`src/rtl/run_generator.sv`:
```
// run_generator: serial stimulus source for the consecutive-ones detectors.
// Emits reps x (run_len ones + gap_len zeros) on x, together with the
// registered golden detector output expect_y. All outputs are registered
// and are computed from the next state, so x and expect_y change together.
module run_generator #(
   parameter int W      = 4,
   parameter int STREAK = 3
) (
   input  logic         clk,
   input  logic         rst,
   input  logic         start,
   input  logic         abort,
   input  logic [W-1:0] run_len,
   input  logic [W-1:0] gap_len,
   input  logic [W-1:0] reps,
   output logic         x,
   output logic         expect_y,
   output logic         busy,
   output logic         done
);

   localparam int SW = $clog2(STREAK + 1);
   localparam logic [W-1:0]  CNT_ONE  = W'(1);
   localparam logic [W-1:0]  CNT_ZERO = W'(0);
   localparam logic [SW-1:0] STK_MAX  = SW'(STREAK);
   localparam logic [SW-1:0] STK_ONE  = SW'(1);
   localparam logic [SW-1:0] STK_ZERO = SW'(0);

   typedef enum logic [1:0] {
      IDLE = 2'd0,
      RUN  = 2'd1,
      GAP  = 2'd2,
      DONE = 2'd3
   } state_t;

   state_t        state_r, state_s;
   logic [W-1:0]  cnt_r, cnt_s;          // bits left in current phase, incl. current
   logic [W-1:0]  reps_r, reps_s;        // run+gap pairs left, incl. current
   logic [W-1:0]  run_len_r, run_len_s;
   logic [W-1:0]  gap_len_r, gap_len_s;
   logic [SW-1:0] streak_r, streak_s;
   logic [SW-1:0] streak_inc_s;
   logic          x_r, x_s;
   logic          expect_y_r, expect_y_s;
   logic          busy_r, busy_s;
   logic          done_r, done_s;

   // Next-state, counter and registered-output computation
   always_comb begin
      state_s   = state_r;
      cnt_s     = cnt_r;
      reps_s    = reps_r;
      run_len_s = run_len_r;
      gap_len_s = gap_len_r;
      case (state_r)
         IDLE: begin
            if (abort) begin
               state_s = IDLE;
            end else if (start) begin
               run_len_s = run_len;
               gap_len_s = gap_len;
               reps_s    = reps;
               cnt_s     = run_len;
               if ((run_len == CNT_ZERO) || (reps == CNT_ZERO)) begin
                  state_s = DONE;
               end else begin
                  state_s = RUN;
               end
            end else begin
               state_s = IDLE;
            end
         end
         RUN: begin
            if (abort) begin
               state_s = IDLE;
            end else if (cnt_r == CNT_ONE) begin
               if (gap_len_r != CNT_ZERO) begin
                  state_s = GAP;
                  cnt_s   = gap_len_r;
               end else if (reps_r > CNT_ONE) begin
                  // back-to-back runs: the pair ends here since there is no gap
                  state_s = RUN;
                  cnt_s   = run_len_r;
                  reps_s  = reps_r - CNT_ONE;
               end else begin
                  state_s = DONE;
                  reps_s  = CNT_ZERO;
               end
            end else begin
               cnt_s = cnt_r - CNT_ONE;
            end
         end
         GAP: begin
            if (abort) begin
               state_s = IDLE;
            end else if (cnt_r == CNT_ONE) begin
               if (reps_r > CNT_ONE) begin
                  state_s = RUN;
                  cnt_s   = run_len_r;
                  reps_s  = reps_r - CNT_ONE;
               end else begin
                  state_s = DONE;
                  reps_s  = CNT_ZERO;
               end
            end else begin
               cnt_s = cnt_r - CNT_ONE;
            end
         end
         DONE: begin
            state_s = IDLE;
         end
         default: begin
            state_s = IDLE;
         end
      endcase

      x_s          = (state_s == RUN);
      busy_s       = (state_s == RUN) || (state_s == GAP);
      done_s       = (state_s == DONE);
      streak_inc_s = (streak_r >= STK_MAX) ? streak_r : (streak_r + STK_ONE);
      if (x_s) begin
         streak_s = streak_inc_s;
      end else begin
         streak_s = STK_ZERO;
      end
      expect_y_s = x_s && (streak_s >= STK_MAX);
   end

   // State, counters, latched fields and registered outputs
   always_ff @(posedge clk or posedge rst) begin
      if (rst) begin
         state_r    <= IDLE;
         cnt_r      <= CNT_ZERO;
         reps_r     <= CNT_ZERO;
         run_len_r  <= CNT_ZERO;
         gap_len_r  <= CNT_ZERO;
         streak_r   <= STK_ZERO;
         x_r        <= 1'b0;
         expect_y_r <= 1'b0;
         busy_r     <= 1'b0;
         done_r     <= 1'b0;
      end else begin
         state_r    <= state_s;
         cnt_r      <= cnt_s;
         reps_r     <= reps_s;
         run_len_r  <= run_len_s;
         gap_len_r  <= gap_len_s;
         streak_r   <= streak_s;
         x_r        <= x_s;
         expect_y_r <= expect_y_s;
         busy_r     <= busy_s;
         done_r     <= done_s;
      end
   end

   assign x        = x_r;
   assign expect_y = expect_y_r;
   assign busy     = busy_r;
   assign done     = done_r;

endmodule

```
`config.mk`:
```
export PLATFORM = sky130hd
export DESIGN_NAME = run_generator
export DESIGN_NICKNAME = d
export VERILOG_FILES = /design/src/rtl/run_generator.sv
export SDC_FILE = /design/constraint.sdc
export NUM_CORES = 1
export LEC_CHECK = 0
export BUFFER_PORTS_ARGS = -buffer_cell sky130_fd_sc_hd__buf_2
export CORE_UTILIZATION = 60
export CTS_CLUSTER_SIZE = 30
export DETAILED_ROUTE_END_ITERATION = 12
export PLACE_DENSITY = 0.91
export SLEW_MARGIN = 20
export SYNTH_ARGS = -nofsm -noshare
export SYNTH_HDL_FRONTEND = slang
export SYNTH_SLANG_ARGS = --single-unit
export TNS_END_PERCENT = 1
```
`constraint.sdc`:
```
create_clock -name clk -period 5.3 [get_ports clk]
set_input_delay 0.265 -clock clk [delete_from_list [all_inputs] [get_ports clk]]
set_output_delay 0.265 -clock clk [all_outputs]
set_load 0.05 [all_outputs]
```
[Word level (Yosys, flattened, before mapping)]
Cells that the tools add are included.
Storage, ports and cells
  register bits after elaboration: 24
Operators by class
  bitwise operators: 1
  order comparisons: 3
  reductions and logical operators: 11
  eq/ne operators: 14
  add/sub/neg operators: 3
  multiplexer cells: 30
Operators by type and width (number)
  $mux 4: 16
  $pmux 4 s3: 2
  $mux 2: 11
  $ne 2x2->1 const B: 7
  $eq 2x2->1 const B: 4
  $logic_not 4->1: 2
  $pmux 2 s4: 1
  $reduce_and 8->1: 1
  $sub 4x1->4 const B: 2
  $reduce_and 5->1: 1
  $eq 2x1->1 const B: 2
  $eq 4x1->1 const B: 1
  $ge 2x2->1 const B: 2
  $gt 4x1->1 const B: 1
  $reduce_bool 4->1: 1
  $reduce_and 3->1: 1
  $reduce_bool 3->1: 1
  $add 2x1->2 const B: 1
  $logic_not 2->1: 1
  $logic_or 1x1->1: 2
  $logic_and 1x1->1: 1
  $not 1->1: 1

[Logic depth before layout (Yosys ltp)]
Gate-level depths: netlist of run 1.
  depth after elaboration: 10
  mapped depth: 8

[Least setup slack after synthesis of run 1]
OpenSTA, ideal clock, no wires.
  kind: flip-flop to flip-flop
  start: register state_r[1]
  end: register expect_y_r, in the netlist expect_y
  stages on the path, launching flop included: 9
  clock period less this slack: 2.144 ns
  arrival time: 2.025 ns
  required time: 5.181 ns
  library setup time: 0.119 ns
  slack: 3.156 ns
  cells stage by stage: dfrtp_1 > inv_1 > ha_1 > clkbuf_1 > nor2_1 > or3_1 > o32a_1 > ha_1 > and2_1
On the way
  cells in the longest elaborated chain, start to end: 7
  elaborated cells between the ends (all ways): 13
  classes of those cells: order compare: 1; eq/ne: 4; mux: 6; reduce/logical: 2
Ends and longest elaborated chain
  from (decl): RTL line 36  | state_t state_r, state_s;
  from (signal assigned): RTL line 143  | state_r <= state_s;
  $mux 2 (on tied branches): RTL line 96, 76
  $mux 2 (on tied branches): RTL line 94, 74
  $pmux 2 s4 (*): RTL line 55  | case (state_r)
  $eq 2x1->1 (*): RTL line 117  | x_s = (state_s == RUN);
  named net x_s: RTL line 43  | logic x_r, x_s;
  $mux 2: RTL line 121  | if (x_s) begin
  $ge 2x2->1: RTL line 126  | expect_y_s = x_s && (streak_s >= STK_MAX);
  $logic_and 1x1->1 (*): RTL line 126
  named net expect_y_s: RTL line 44  | logic expect_y_r, expect_y_s;
  to (signal assigned): RTL line 150  | expect_y_r <= expect_y_s;
  to (decl): RTL line 44
The timed path passes the listed nets; every way through them passes the cells marked *.
A chain may end at the register's enable or synchronous reset.

[Worst setup path after layout of run 1]
  start: register state_r[0]
  end: register reps_r[2]
On the way
  cells in the longest elaborated chain, start to end: 3
  elaborated cells between the ends (all ways): 13
  classes of those cells: eq/ne: 9; mux: 1; reduce/logical: 3
Ends and longest elaborated chain
  $eq 2x1->1, or another cell as far along: RTL line 55
  $ne 2x2->1 (no source line) / $reduce_bool 3->1 (equally long branches)
  $reduce_and 8->1 (no source line)
  to (signal assigned): RTL line 145  | reps_r <= reps_s;
  to (decl): RTL line 38  | logic [W-1:0] reps_r, reps_s;
Parallel ways exist; a longest one is shown, timed or not.

==> results of run 1 <==
==> per-stage QoR <==
step                      power, µW  hold WS, ns
after floorplan                 356        0.280
after global placement          388        0.445
after detailed placement        398        0.472
after CTS                       531        0.110
after global routing            562        0.143
final                           537       0.0799
==> path summary, 6_finish.rpt <==
path,endpoint,slack [ns],cells after the start
worst max register to register,reps_r[2],2.72,7
worst min-delay path,streak_r[0],0.08,2
worst max-delay path,reps_r[2],2.72,7
worst min register to register,streak_r[0],0.49,1
min in group clk,gap_len_r[0],0.14,2
max in group asynchronous,gap_len_r[3],4.70,2
==> layout by cell type, fill, tap and decap left out, types with 2 or more instances in the layout <==
| cell type | instances |
|---|---|
| nor2_1 | 10 |
| clkbuf_4 | 3 |
| nand3_1 | 2 |
| a211oi_1 | 2 |
| a31oi_1 | 3 |
| or3_1 | 2 |
| nor4_1 | 4 |
| o31ai_1 | 2 |
| a21oi_1 | 5 |
| mux2i_1 | 4 |
| nor2b_1 | 4 |
| o21ai_1 | 2 |
| o21ai_0 | 16 |
| ha_1 | 10 |
| nor3b_1 | 2 |
| dfrtp_1 | 24 |
| mux2_2 | 7 |
| o21a_1 | 3 |
| inv_1 | 12 |
| nand2_1 | 10 |
| o211ai_1 | 2 |
| buf_2 | 19 |
| or4_1 | 4 |
| nor3_1 | 4 |
==> final cells by class <==
| type | count | area share (%) |
|---|---|---|
| multi-input cells | 108 | 47.3 |
| well taps | 28 | 2.23 |
| flip-flops and latches | 24 | 38.2 |
| clock buffers | 3 | 1.43 |
| inverters | 12 | 2.87 |
| clock inverters | 1 | 1.91 |
| repair buffers | 19 | 6.06 |
==> layer usage <==
metal  share of wire, %  up-vias  GRT usage, %  wire length (µm)
met5                  0        -             0                 0
met4                2.3        0          15.3                70
met3                6.3        7          2.42               197
met2                 49       57          45.6              1520
met1                 42      569          35.5              1320
li1                   -      577             -                 -
==> sequential cells by signal, summed over array words and instances, names as in the netlist, 2 cells and up <==
register	flops
state_r	2
cnt_r	4
run_len_r	4
gap_len_r	4
reps_r	4
streak_r	2
==> logic make-up (layout without fill, tap and decap cells) <==
group / Yosys count / after routing / share of synthesized area [%]
DFF: 24 / 24 / 42.7
AOI/OAI and AO/OA: 40 / 40 / 17.4
muxes: 11 / 11 / 8.44
xor gates and xnor gates: 1 / 1 / 0.622
and+or+nand+nor: 46 / 46 / 17.3
buffers and inverters: 17 / 35 / 4.62
adders and majority gates: 10 / 10 / 8.89
==> power breakdown <==
group / switching (µW) / total, µW / leakage (µW) / internal (µW)
Sequential: 36.0 / 250 / 0.000298 / 214
Clock: 61.4 / 138 / 0.0000279 / 76.7
Combinational: 86.3 / 149 / 0.000390 / 63.0
==> results.sh, run 1 <==
export IMPL_grt_overflow=0
export IMPL_ir_drop_mv=0.255
export IMPL_power_density_mw_per_mm2=342
export IMPL_finalWorstSetupSlack_ns=2.72
export IMPL_slew_violations=0
export IMPL_cts_buffers=3
export IMPL_dp_cells=191
export IMPL_arrival_ns=2.80
export IMPL_syn_to_final_growth_pct=11.6
export IMPL_nFillCells=154
export IMPL_core_rowCount=17
export IMPL_synthCells=149
export IMPL_grt_pass1_vias=1137
export IMPL_relSlewSlack_pct=33.0
export IMPL_yosys_warnings=0
export IMPL_end_kind="flop"
export IMPL_root_buffer="clkbuf_4"
export IMPL_cpMostUsedCell="o21ai_0"
export IMPL_hold_class="in2async"
export IMPL_finalNonFillerCells=195
export IMPL_grt_first_pass_wirelength_um=5150
export IMPL_utilization_pct=71.0
export IMPL_fp_dieH_um=50.4
export IMPL_place_gp_congestion=0.922
export IMPL_synth_top_area_cell="dfrtp_1"
export IMPL_crit_fanout=11
export IMPL_drt_vias_per_instance=6.21
export IMPL_synthTopCellsByArea="dfrtp_1 43%, ha_1 8.9%, o21ai_0 5.7%, mux2_2 5.6%, inv_1 3.2%"
export IMPL_syn_area_mm2=0.00141
export IMPL_clock_path_buffers=2
export IMPL_criticalPathCategory="reg2reg"
export IMPL_worstPathCellList="inv_1 -> ha_1 -> nor2b_1 -> o31ai_1 -> o21ai_1 -> o21ai_0 -> o21ai_0"
export IMPL_n_antenna_cell=0
export IMPL_final_cell_area_mm2=0.00157
export IMPL_drc=0
export IMPL_insertion_delay_ns=0.34
export IMPL_core_area_mm2=0.00221
export IMPL_dominantRegCellSynth="dfrtp_1"
export IMPL_first_pass_iters=4
export IMPL_yosysTopAreaCellShare_pct=42.7
export IMPL_post_place_ws_ns=2.77
export IMPL_holdBufCountCts=0
export IMPL_ys_ff_latch=24
export IMPL_maxCapViolCount=0
export IMPL_grt_start_max_net_pins=25
export IMPL_multi_input_area_um2=742
export IMPL_cts_resized=0
export IMPL_cts_max_level=1
export IMPL_crit_buf_inv=1
export IMPL_fin_nets=194
export IMPL_syn_avg_cell_area_um2=9.45
export IMPL_cp_top_family="compound AO/OA/AOI/OAI gates"
export IMPL_setup_viol=0
export IMPL_ant_nets=0
export IMPL_synth_edf_count=0
export IMPL_cpPeakStageDelay_ns=0.80
export IMPL_synth_common_cells="24 x dfrtp_1, 16 x o21ai_0, 12 x inv_1"
export IMPL_outcome="complete, no violations"
export IMPL_synth_nets=175
export IMPL_drive_above_1_share_pct=18.6
export IMPL_start_util_pct=63.6
export IMPL_hold_viol_final=0
export IMPL_max_freq_ghz=0.388
export IMPL_yosysMostFrequentCell="dfrtp_1"
export IMPL_period_minus_slack_ns=2.58
export IMPL_portBuffers=19
export IMPL_drt_iter0_drc=83
export IMPL_hpwl_um=2280
export IMPL_ys_seq_area_share_pct=42.7
export IMPL_vias=1210
export IMPL_cts_sinks=24
export IMPL_grt_antenna_before_repair=0
export IMPL_regArea_um2=601
export IMPL_cp_data_required_time_ns=5.52
export IMPL_power_static_leakage_uw=0.000717
export IMPL_cp_slowest_cell="o31ai_1"
export IMPL_die_w_um=50.4
export IMPL_routedWlPerCell_um=15.9
export IMPL_post_cts_repair_setup_buffers=0
export IMPL_place_area_mm2=0.00152
export IMPL_async_flop_share_pct=100
export IMPL_dieArea_mm2=0.00254
export IMPL_cts_tree="yes"
export IMPL_cp_startpoint="state_r[0]"
export IMPL_track_usage_pct=27.6
export IMPL_io_pins=20
export IMPL_finalWirelength_um=3100
export IMPL_clkTransAtPathRegs_ns=0.14
export IMPL_rsz0062_at_grt="no"
export IMPL_skew_ns=0.00193
export IMPL_start_kind="flop"
export IMPL_finalSetupTns_ns=0
export IMPL_worstMarginPinSlew_ns=0.997
export IMPL_synth_cell_type_count=35
export IMPL_finalCritPeriodShare_pct=48.7
export IMPL_reg2reg_from="state_r[0]"
Note: power is estimated with default switching activity, not from simulation.
==> inputs of run 2 (changes only) <==
ABC_AREA = 1   (was not set)
CORE_UTILIZATION = 57   (was 60)
PLACE_DENSITY = 0.87   (was 0.91)
clock period = 2.4 ns   (was 5.3 ns; I/O delays follow)
==> run 2 against run 1 <==
Effect of this change: the run now ends with negative hold slack left; register-to-register slack worse by 2.5 ns; synthesized cell count is 33% higher; sequential power is 110% higher; synthesized area is 7.9% higher; final cell count is 29% higher; global-route usage is 3.2 points lower; sequential share of layout area is 2.6 points lower; largest power group unchanged; highest routed layer unchanged.
==> results.sh, run 2 <==
export IMPL_outcome="finished, violations left"
export IMPL_violations="negative hold slack"
export IMPL_vias=1302
export IMPL_cts_max_level=1
export IMPL_routedWlPerCell_um=12.6
export IMPL_dominantRegCellSynth="dfrtp_1"
export IMPL_synth_common_cells="51 x nand2_1, 30 x inv_1, 24 x dfrtp_1"
export IMPL_worstPathCellList="inv_1 -> ha_1 -> nor2_4 -> nor3_1 -> o221ai_1 -> nand2_1 -> ha_1 -> inv_1 -> a21oi_1 -> inv_1 -> nor2_1"
export IMPL_grt_antenna_before_repair=0
export IMPL_syn_avg_cell_area_um2=7.67
export IMPL_hpwl_um=2370
export IMPL_finalWirelength_um=3150
export IMPL_syn_to_final_growth_pct=11.0
export IMPL_yosysTopAreaCellShare_pct=39.5
export IMPL_yosys_warnings=0
export IMPL_post_cts_repair_setup_buffers=0
export IMPL_cpMostUsedCell="inv_1"
export IMPL_maxCapViolCount=0
export IMPL_slew_violations=0
export IMPL_final_common_cell="nand2_1"
export IMPL_hold_slack_ns=-0.0117
export IMPL_ir_drop_mv=0.523
export IMPL_cts_buffers=3
export IMPL_core_area_mm2=0.00250
export IMPL_cp_data_required_time_ns=2.65
export IMPL_yosysMostFrequentCell="nand2_1"
export IMPL_syn_area_mm2=0.00152
export IMPL_max_freq_ghz=0.460
export IMPL_worstMarginPinSlew_ns=0.925
export IMPL_synth_top_area_cell="dfrtp_1"
export IMPL_track_usage_pct=24.4
export IMPL_drive_above_1_share_pct=19.0
export IMPL_power_switching_uw=441
export IMPL_n_antenna_cell=0
export IMPL_start_util_pct=60.8
export IMPL_synthCells=198
export IMPL_setup_viol=0
export IMPL_synth_cell_type_count=26
export IMPL_ant_nets=0
export IMPL_cts_resized=0
export IMPL_end_kind="flop"
export IMPL_pwr_share_comb_pct=36.6
export IMPL_final_cell_area_mm2=0.00169
export IMPL_finalSetupTns_ns=0
export IMPL_insertion_delay_ns=0.31
export IMPL_reg2reg_slack_ns=0.23
export IMPL_finalWorstSetupSlack_ns=0.227
export IMPL_synthTopCellsByArea="dfrtp_1 40%, nand2_1 13%, ha_1 8.2%, inv_1 7.4%, o21ai_1 4.6%"
export IMPL_async_flop_share_pct=100
export IMPL_arrival_ns=2.43
export IMPL_core_rowCount=18
export IMPL_clkTransAtPathRegs_ns=0.13
export IMPL_seqPwrFrac_pct=47.6
export IMPL_finalCritPeriodShare_pct=90.5
export IMPL_relSlewSlack_pct=38.3
export IMPL_grt_first_pass_wirelength_um=5000
export IMPL_cts_tree="yes"
export IMPL_nFillCells=216
export IMPL_start_kind="flop"
export IMPL_rsz0062_at_grt="no"
export IMPL_hold_viol_final=14
export IMPL_cp_slowest_cell="dfrtp_1"
export IMPL_drt_vias_per_instance=5.19
export IMPL_drt_iter0_drc=67
export IMPL_dieArea_mm2=0.00288
export IMPL_synth_edf_count=0
export IMPL_ys_seq_area_share_pct=39.5
export IMPL_crit_fanout=4
export IMPL_grt_start_max_net_pins=25
export IMPL_die_w_um=53.6
export IMPL_fp_dieH_um=53.6
export IMPL_drc=0
export IMPL_p_sw_share_pct=39.5
export IMPL_ys_ff_latch=24
export IMPL_holdBufCountCts=1
export IMPL_fin_nets=249
export IMPL_clkPwrFrac_pct=15.8
export IMPL_place_gp_congestion=0.960
export IMPL_first_pass_iters=4
export IMPL_grt_pass1_vias=1184
export IMPL_period_minus_slack_ns=2.17
export IMPL_root_buffer="clkbuf_4"
export IMPL_power_uw=1120
export IMPL_power_static_leakage_uw=0.000892
export IMPL_grt_overflow=0
export IMPL_place_area_mm2=0.00165
export IMPL_cpPeakStageDelay_ns=0.44
export IMPL_hold_class="in2async"
export IMPL_io_pins=20
export IMPL_skew_ns=0.00402
export IMPL_internal_power_uw=676
export IMPL_post_place_ws_ns=0.295
export IMPL_portBuffers=19
export IMPL_cts_sinks=24
export IMPL_power_density_mw_per_mm2=662
export IMPL_criticalPathCategory="reg2reg"
export IMPL_synth_nets=224
export IMPL_clock_path_buffers=2
export IMPL_layout_common_cells="51 x nand2_1, 30 x inv_1, 24 x dfrtp_1"
run 2: power by group through the flow:
stage	clock network (µW)	registers (µW)	logic [µW]
2_1_floorplan	0	533	311
3_5_place_dp	0	539	402
5_1_grt	194	543	464
3_3_place_gp	0	538	392
4_1_cts	180	531	406
6_report	177	532	408
run 2: per-stage QoR:
| stage | hold slack [ns] | util (%) | std cells |
|---|---|---|---|
| floorplan | 0.135 | - | 198 |
| global placement | 0.324 | 66.2 | 247 |
| detailed placement | 0.327 | 66.2 | 247 |
| CTS | 0.000827 | 67.5 | 251 |
| global route | 0.00727 | 67.5 | 251 |
| finish | -0.0117 | 67.5 | 251 |
run 2: cell families (layout without fill, tap and decap cells):
group | after synthesis | count (layout) | synth area share (%)
AND/OR/NAND/NOR | 88 | 88 | 26.3
buffers and inverters | 35 | 58 | 9.06
AO/OA/AOI/OAI | 38 | 38 | 15.2
flip-flops | 24 | 24 | 39.5
adder cells (fa/ha/maj) | 10 | 10 | 8.24
XOR/XNOR | 3 | 3 | 1.73
run 2: worst paths after layout:
kind | end | cells after the start | start
worst min-delay path | reps_r[0] | 2 | rst
min in group clk | gap_len_r[2] | 3 | gap_len[2]
worst max register to register | expect_y | 11 | state_r[0]
worst max-delay path | expect_y | 11 | state_r[0]
max in group asynchronous | done | 2 | rst
worst min register to register | streak_r[0] | 1 | streak_r[0]
run 2: critical path: cells and delay by family, from the launching register on:
kind,cells,cell delay [ns]
and+or+nand+nor,4,0.64
DFF,1,0.44
adders and majority gates,2,0.49
buffers and inverters,3,0.22
AOI/OAI and AO/OA,2,0.34
run 2: cell type report:
cell class	count	area, µm²	share of cell area (%)
timing repair buffer	21	113	6.68
multi-input combinational	139	781	46.3
tap	30	37.5	2.23
inverter	34	133	7.86
clock buffer	3	22.5	1.34
sequential	24	601	35.6
run 2: layer usage:
metal | global-route usage [%] | part of all wire [%]
met5 | 0 | 0
met4 | 9.65 | 2.2
met3 | 3.67 | 3.4
met2 | 43.3 | 47
met1 | 29.3 | 47
